$ cat src/rtl/car_lanes.sv
// car_lanes
//   Downstream follower of the vertical scroller. Holds four lanes with one car
//   in each. Each move_followers pulse moves every lane down MOVE_AMT pixels,
//   wrapping at the bottom of the screen. A lane that wraps picks up a new
//   speed and direction from a free-running LFSR. On each frame_tick, every car
//   moves horizontally and wraps at the screen edges.
//
// Ports
//   clk             in   pixel clock
//   reset           in   synchronous, active-high
//   frame_tick      in   one-cycle pulse per frame; moves cars horizontally
//   move_followers  in   one-cycle pulse from the scroller; moves lanes down
//   pix_x, pix_y    in   current beam position
//   player_x/_y     in   player box top-left corner
//   car_on          out  beam is on a car; registered, 1-cycle latency
//   collision       out  sticky; player box overlapped a car on a frame_tick
//   lane_reseed     out  one-cycle pulse the cycle after any lane reseeded
module car_lanes #(
    parameter int unsigned SCREEN_W   = 640,
    parameter int unsigned SCREEN_H   = 480,
    parameter int unsigned MOVE_AMT   = 2,
    parameter int unsigned LANE_PITCH = 120,
    parameter int unsigned CAR_W      = 48,
    parameter int unsigned CAR_H      = 32,
    parameter int unsigned PLAYER_W   = 32,
    parameter logic [15:0] LFSR_SEED  = 16'hACE1
) (
    input  logic       clk,
    input  logic       reset,
    input  logic       frame_tick,
    input  logic       move_followers,
    input  logic [9:0] pix_x,
    input  logic [9:0] pix_y,
    input  logic [9:0] player_x,
    input  logic [9:0] player_y,
    output logic       car_on,
    output logic       collision,
    output logic       lane_reseed
);

    localparam int unsigned NUM_LANES = 4;
    localparam int unsigned CAR_X_PITCH = SCREEN_W / NUM_LANES;

    localparam logic [10:0] W11     = 11'(SCREEN_W);
    localparam logic [10:0] H11     = 11'(SCREEN_H);
    localparam logic [10:0] MOVE11  = 11'(MOVE_AMT);
    localparam logic [10:0] CAR_W11 = 11'(CAR_W);
    localparam logic [10:0] CAR_H11 = 11'(CAR_H);
    localparam logic [10:0] PLY11   = 11'(PLAYER_W);
    localparam logic [15:0] LFSR_MASK = 16'hB400;

    // Distance from b forward to a on a ring of size m.
    function automatic logic [10:0] md(input logic [10:0] a,
                                       input logic [10:0] b,
                                       input logic [10:0] m);
        md = (a >= b) ? (a - b) : (a - b + m);
    endfunction

    // Registered state
    logic [9:0]  lane_y [NUM_LANES];
    logic [9:0]  car_x  [NUM_LANES];
    logic [1:0]  speed  [NUM_LANES];
    logic        dir    [NUM_LANES];   // 1 = moving left
    logic [15:0] lfsr;

    // Next-state and per-lane intermediates
    logic [9:0]  lane_y_nxt [NUM_LANES];
    logic [9:0]  car_x_nxt  [NUM_LANES];
    logic [1:0]  speed_nxt  [NUM_LANES];
    logic        dir_nxt    [NUM_LANES];
    logic [10:0] y_sum      [NUM_LANES];
    logic [10:0] x_move     [NUM_LANES];
    logic [10:0] spd11      [NUM_LANES];
    logic [1:0]  seed_bits  [NUM_LANES];
    logic [NUM_LANES-1:0] reseed;
    logic [NUM_LANES-1:0] pix_hit;
    logic [NUM_LANES-1:0] ply_hit;
    logic [15:0] lfsr_nxt;
    logic        pix_visible;

    always_comb begin
        lfsr_nxt    = {1'b0, lfsr[15:1]} ^ (lfsr[0] ? LFSR_MASK : '0);
        pix_visible = ({1'b0, pix_x} < W11) && ({1'b0, pix_y} < H11);

        for (int unsigned i = 0; i < NUM_LANES; i++) begin
            lane_y_nxt[i] = lane_y[i];
            car_x_nxt[i]  = car_x[i];
            speed_nxt[i]  = speed[i];
            dir_nxt[i]    = dir[i];
            reseed[i]     = 1'b0;
            spd11[i]      = {9'b0, speed[i]};
            x_move[i]     = {1'b0, car_x[i]};
            seed_bits[i]  = lfsr[3*i +: 2];

            // Vertical scroll with wrap; a wrapping lane reseeds from the
            // current LFSR value.
            y_sum[i] = {1'b0, lane_y[i]} + MOVE11;
            if (move_followers) begin
                if (y_sum[i] >= H11) begin
                    lane_y_nxt[i] = 10'(y_sum[i] - H11);
                    reseed[i]     = 1'b1;
                end else begin
                    lane_y_nxt[i] = y_sum[i][9:0];
                end
            end

            // A reseed only changes speed/dir; the horizontal move below
            // still uses the registered (old) values in the same cycle.
            if (reseed[i]) begin
                speed_nxt[i] = (seed_bits[i] == 2'd0) ? 2'd1 : seed_bits[i];
                dir_nxt[i]   = lfsr[3*i + 2];
            end

            if (frame_tick) begin
                if (!dir[i]) begin
                    x_move[i] = {1'b0, car_x[i]} + spd11[i];
                    if (x_move[i] >= W11)
                        x_move[i] = x_move[i] - W11;
                end else if ({1'b0, car_x[i]} < spd11[i]) begin
                    x_move[i] = {1'b0, car_x[i]} + W11 - spd11[i];
                end else begin
                    x_move[i] = {1'b0, car_x[i]} - spd11[i];
                end
                car_x_nxt[i] = x_move[i][9:0];
            end

            pix_hit[i] = (md({1'b0, pix_x}, {1'b0, car_x[i]}, W11) < CAR_W11) &&
                         (md({1'b0, pix_y}, {1'b0, lane_y[i]}, H11) < CAR_H11);

            ply_hit[i] = ((md({1'b0, player_x}, {1'b0, car_x[i]}, W11) < CAR_W11) ||
                          (md({1'b0, car_x[i]}, {1'b0, player_x}, W11) < PLY11)) &&
                         ((md({1'b0, player_y}, {1'b0, lane_y[i]}, H11) < CAR_H11) ||
                          (md({1'b0, lane_y[i]}, {1'b0, player_y}, H11) < PLY11));
        end
    end

    always_ff @(posedge clk) begin
        if (reset) begin
            for (int unsigned i = 0; i < NUM_LANES; i++) begin
                lane_y[i] <= 10'(i * LANE_PITCH);
                car_x[i]  <= 10'(i * CAR_X_PITCH);
                speed[i]  <= 2'd1;
                dir[i]    <= i[0];
            end
            lfsr        <= LFSR_SEED;
            car_on      <= 1'b0;
            collision   <= 1'b0;
            lane_reseed <= 1'b0;
        end else begin
            for (int unsigned i = 0; i < NUM_LANES; i++) begin
                lane_y[i] <= lane_y_nxt[i];
                car_x[i]  <= car_x_nxt[i];
                speed[i]  <= speed_nxt[i];
                dir[i]    <= dir_nxt[i];
            end
            lfsr        <= lfsr_nxt;
            car_on      <= pix_visible && (|pix_hit);
            lane_reseed <= |reseed;
            if (frame_tick && (|ply_hit))
                collision <= 1'b1;
        end
    end

endmodule

$ cat config.mk
export PLATFORM = sky130hd
export DESIGN_NAME = car_lanes
export DESIGN_NICKNAME = d
export VERILOG_FILES = /design/src/rtl/car_lanes.sv
export SDC_FILE = /design/constraint.sdc
export NUM_CORES = 1
export LEC_CHECK = 0
export CAP_MARGIN = 20
export CORE_MARGIN = 2
export CORE_UTILIZATION = 65
export CTS_BUF_LIST = sky130_fd_sc_hd__clkbuf_2
export DETAILED_ROUTE_END_ITERATION = 16
export MAX_ROUTING_LAYER = met4
export PLACE_DENSITY = 0.88
export SKIP_CTS_REPAIR_TIMING = 1
export SLEW_MARGIN = 40
export SYNTH_ARGS = -nofsm -noshare
export SYNTH_HDL_FRONTEND = slang
export SYNTH_SLANG_ARGS = --single-unit
$ cat constraint.sdc
create_clock -name clk -period 5.1 [get_ports clk]
set_input_delay 0.51 -clock clk [delete_from_list [all_inputs] [get_ports clk]]
set_output_delay 0.51 -clock clk [all_outputs]
set_load 0.01 [all_outputs]
==> results.tsv <==
stage	metric	value	unit
die	Starting Density	0.664	
clock_network	Clock Latency Late Sink	0.77	ns
worst_setup_path	crit start category	flop	
logic_synthesis	library cells used by synthesis	96	
worst_setup_path	crit path cell chain	inv_1 -> ha_1 -> o21a_1 -> o21ai_0 -> a21oi_1 -> a21oi_1 -> o21ai_0 -> nor2b_1 -> ha_1 -> nor2_1 -> nor2_1 -> a221oi_1 -> o211ai_1 -> a311oi_1 -> nand4_1 -> o311ai_1	
logic_synthesis	Post-synth EDFFs	1	
logic_synthesis	synth warn	0	
routing	wire per inst	19.6	um
logic_synthesis	Yosys top cell area share	0.243	
logic_synthesis	Mapped Area	0.0186	mm2
power	Tot Pwr	0.00315	W
placed_design	DP HPWL	44.1	mm
finish	number of fill cells	2356	
logic_synthesis	average size of a mapped cell	7.60	um2
finish	Non-Filler Instances	2814	
finish	layout cells sized above 1	0.0337	
die	Die Y	173	um
die	num ports	47	
logic_synthesis	Post-Syn Nets	2857	
worst_setup_path	CP Class	flop to flop	
clock_network	CTS Sinks	107	
grt	Total GRT Usage	0.367	
hold_path	worst hold path type	input pin to flop	
clock_network	number of CTS-inserted buffers	9	
worst_setup_path	Bufs and invs on worst path	1	
routing	post-route DRC violation count	0	
placed_design	RePlAce Congestion	1.01	
grt	grt ovf	0	
status	status	finished, final reports clean	
finish	NumNets Final	2846	
placed_design	Placement Setup Slack	0.527	ns
worst_setup_path	CP required	5.76	ns
timing	final worst path period share	0.811	
timing	clock skew	0.0799	ns
logic_synthesis	post-synth top area cell	ha_1	
logic_synthesis	FFs w/ async S/R, synth	0	
clock_network	Max Buffers Root-to-Sink	2	
timing	actual slew at the worst max-slew pin	0.815	ns
clock_network	root buf cell	clkbuf_2	
logic_synthesis	Gate Count Post-Synth	2441	
die	core footprint	0.0279	mm2
logic_synthesis	Synth area leaders	ha_1 24%, dfxtp_1 11%, xnor2_1 6.8%, a21oi_1 4.0%, nor2_1 4.0%	
timing	fmax	0.242	GHz
logic_synthesis	Main synth FF type	dfxtp_1	
worst_setup_path	slowest CP cell	dfxtp_1	
worst_setup_path	crit end category	flop	
timing	crit path time final	4.14	ns
placed_design	Placed Cells	2797	
logic_synthesis	register area share after synthesis	0.116	
worst_setup_path	crit-path leading delay family	compound AO/OA/AOI/OAI gates	
worst_setup_path	peak fanout along the critical path	11	
timing	Hold Fails Final Rpt	0	
placed_design	Post-DP Area	0.0192	mm2
clock_network	number of H-tree levels	3	
clock_network	Clk pin slew, worst setup/hold paths	0.45	ns
power	maximum vdd drop	0.000122	V
grt	vias in the first global route	17300	
timing	RSZ-0062 raised after global routing	false	
timing	setup_tns	0	ns
finish	synth-to-layout area growth	4.39	%
worst_setup_path	Critical Path AT	4.80	ns
timing	final slew viol count	0	
grt	first-pass GRT wire length	87.7	mm
die	die width	173	um
placed_design	count of input and output buffers	46	
timing	final setup vio count	0	
finish	post-route cell area	0.0194	mm2
routing	vias per inst	6.54	
timing	Max-slew headroom	0.452	
die	Core Rows	61	
power	PD cells	163	mW/mm2
worst_setup_path	slowest stage delay, CP	0.68	ns
grt	largest net degree at the start of global routing	74	
routing	vias post-DR	18400	
clock_network	CTS tree	yes	
grt	initial antenna violation count	1	
logic_synthesis	#FFs+latches synth	107	
routing	antenna viol nets, final	0	
routing	DRT Pass-1 Iters	6	
job	maxcap violations	0	
power	static leakage	8.61	nW
timing	post-route setup slack	0.964	ns
die	Die ar.	0.0299	mm2
routing	Routed WL	55.1	mm
routing	first-iteration detailed-routing DRC count	2054	
[cells in the mapped netlist, types with 18 or more instances]
master,number
clkbuf_1,57
a31oi_1,49
ha_1,360
dfxtp_1,106
nand4_1,28
nand2_1,163
nor2b_1,62
nor4_1,18
o21bai_1,24
o211ai_1,32
inv_1,190
nor2_1,197
and3_1,28
or2_2,24
a21o_1,26
mux2i_1,46
xnor2_1,144
nand3_1,65
nand2b_1,38
xor2_1,76
nor3_1,72
o21a_1,35
o21ai_0,134
a211oi_1,25
a21oi_1,148
[path summary, 6_finish.rpt]
check | startpoint | to | slack (ns) | depth (start not counted)
worst max register to register | car_x[3][2]$_SDFFE_PP0P_ | car_on$_SDFF_PP0_ | 0.96 | 16
worst min register to register | lfsr[5]$_SDFF_PP1_ | lfsr[4]$_SDFF_PP0_ | 0.43 | 1
worst max-delay path | car_x[3][2]$_SDFFE_PP0P_ | car_on$_SDFF_PP0_ | 0.96 | 16
worst min-delay path | reset | car_x[3][2]$_SDFFE_PP0P_ | 0.11 | 2
[cells by family after synthesis]
logic type / after synthesis / share of synthesized area
and+or+nand+nor: 794 / 0.219
muxes: 47 / 0.0254
xor gates and xnor gates: 220 / 0.104
buffers and inverters: 267 / 0.0553
adders and majority gates: 374 / 0.257
DFF: 107 / 0.116
AOI/OAI and AO/OA: 632 / 0.223
[sequential cells by signal, summed over array words and instances (netlist names)]
register	cells
lane_y	36
car_on	1
speed	8
dir	4
lfsr	16
car_x	40
collision	1
lane_reseed	1
[cell type report]
class | count | area, um2 | area share
Clock inverter | 7 | 91.3 | 0.00471
Inverter | 191 | 717 | 0.0370
Timing Repair Buffer | 54 | 513 | 0.0265
Tap cell | 378 | 473 | 0.0244
Antenna cell | 1 | 2.50 | 0.000129
Sequential cell | 107 | 2150 | 0.111
Multi-Input combinational cell | 2067 | 15400 | 0.794
Clock buffer | 9 | 45.0 | 0.00232
[cell usage in the layout (no fill, tap or decap), types with 65 or more instances in the layout]
master	count
ha_1	360
nor2_1	197
inv_1	190
nand2_1	163
a21oi_1	148
xnor2_1	144
o21ai_0	134
dfxtp_1	106
xor2_1	76
nor3_1	72
nand3_1	65
[routing by layer]
layer	up-vias	wire, um	global-route usage
met1	8657	24200	0.502
met2	890	23700	0.564
li1	8741	-	-
met3	115	5690	0.0473
met5	-	0	-
met4	0	1410	0.109
[power by group]
group	switching [W]	internal [W]	leakage [nW]
Sequential	0.0000821	0.000879	0.872
Combinational	0.000971	0.000719	7.66
Clock	0.000407	0.0000951	0.0789
Total	0.00146	0.00169	8.61
[per-stage QoR]
| stage | utilization | hold slack [ns] |
|---|---|---|
| CTS | 0.693 | 0.108 |
| finish | 0.694 | 0.105 |
| floorplan | - | 0.389 |
| global placement | 0.689 | 0.392 |
| detailed placement | 0.689 | 0.399 |
| global route | 0.694 | 0.110 |
No activity file was read; power rests on OpenSTA's default activity.
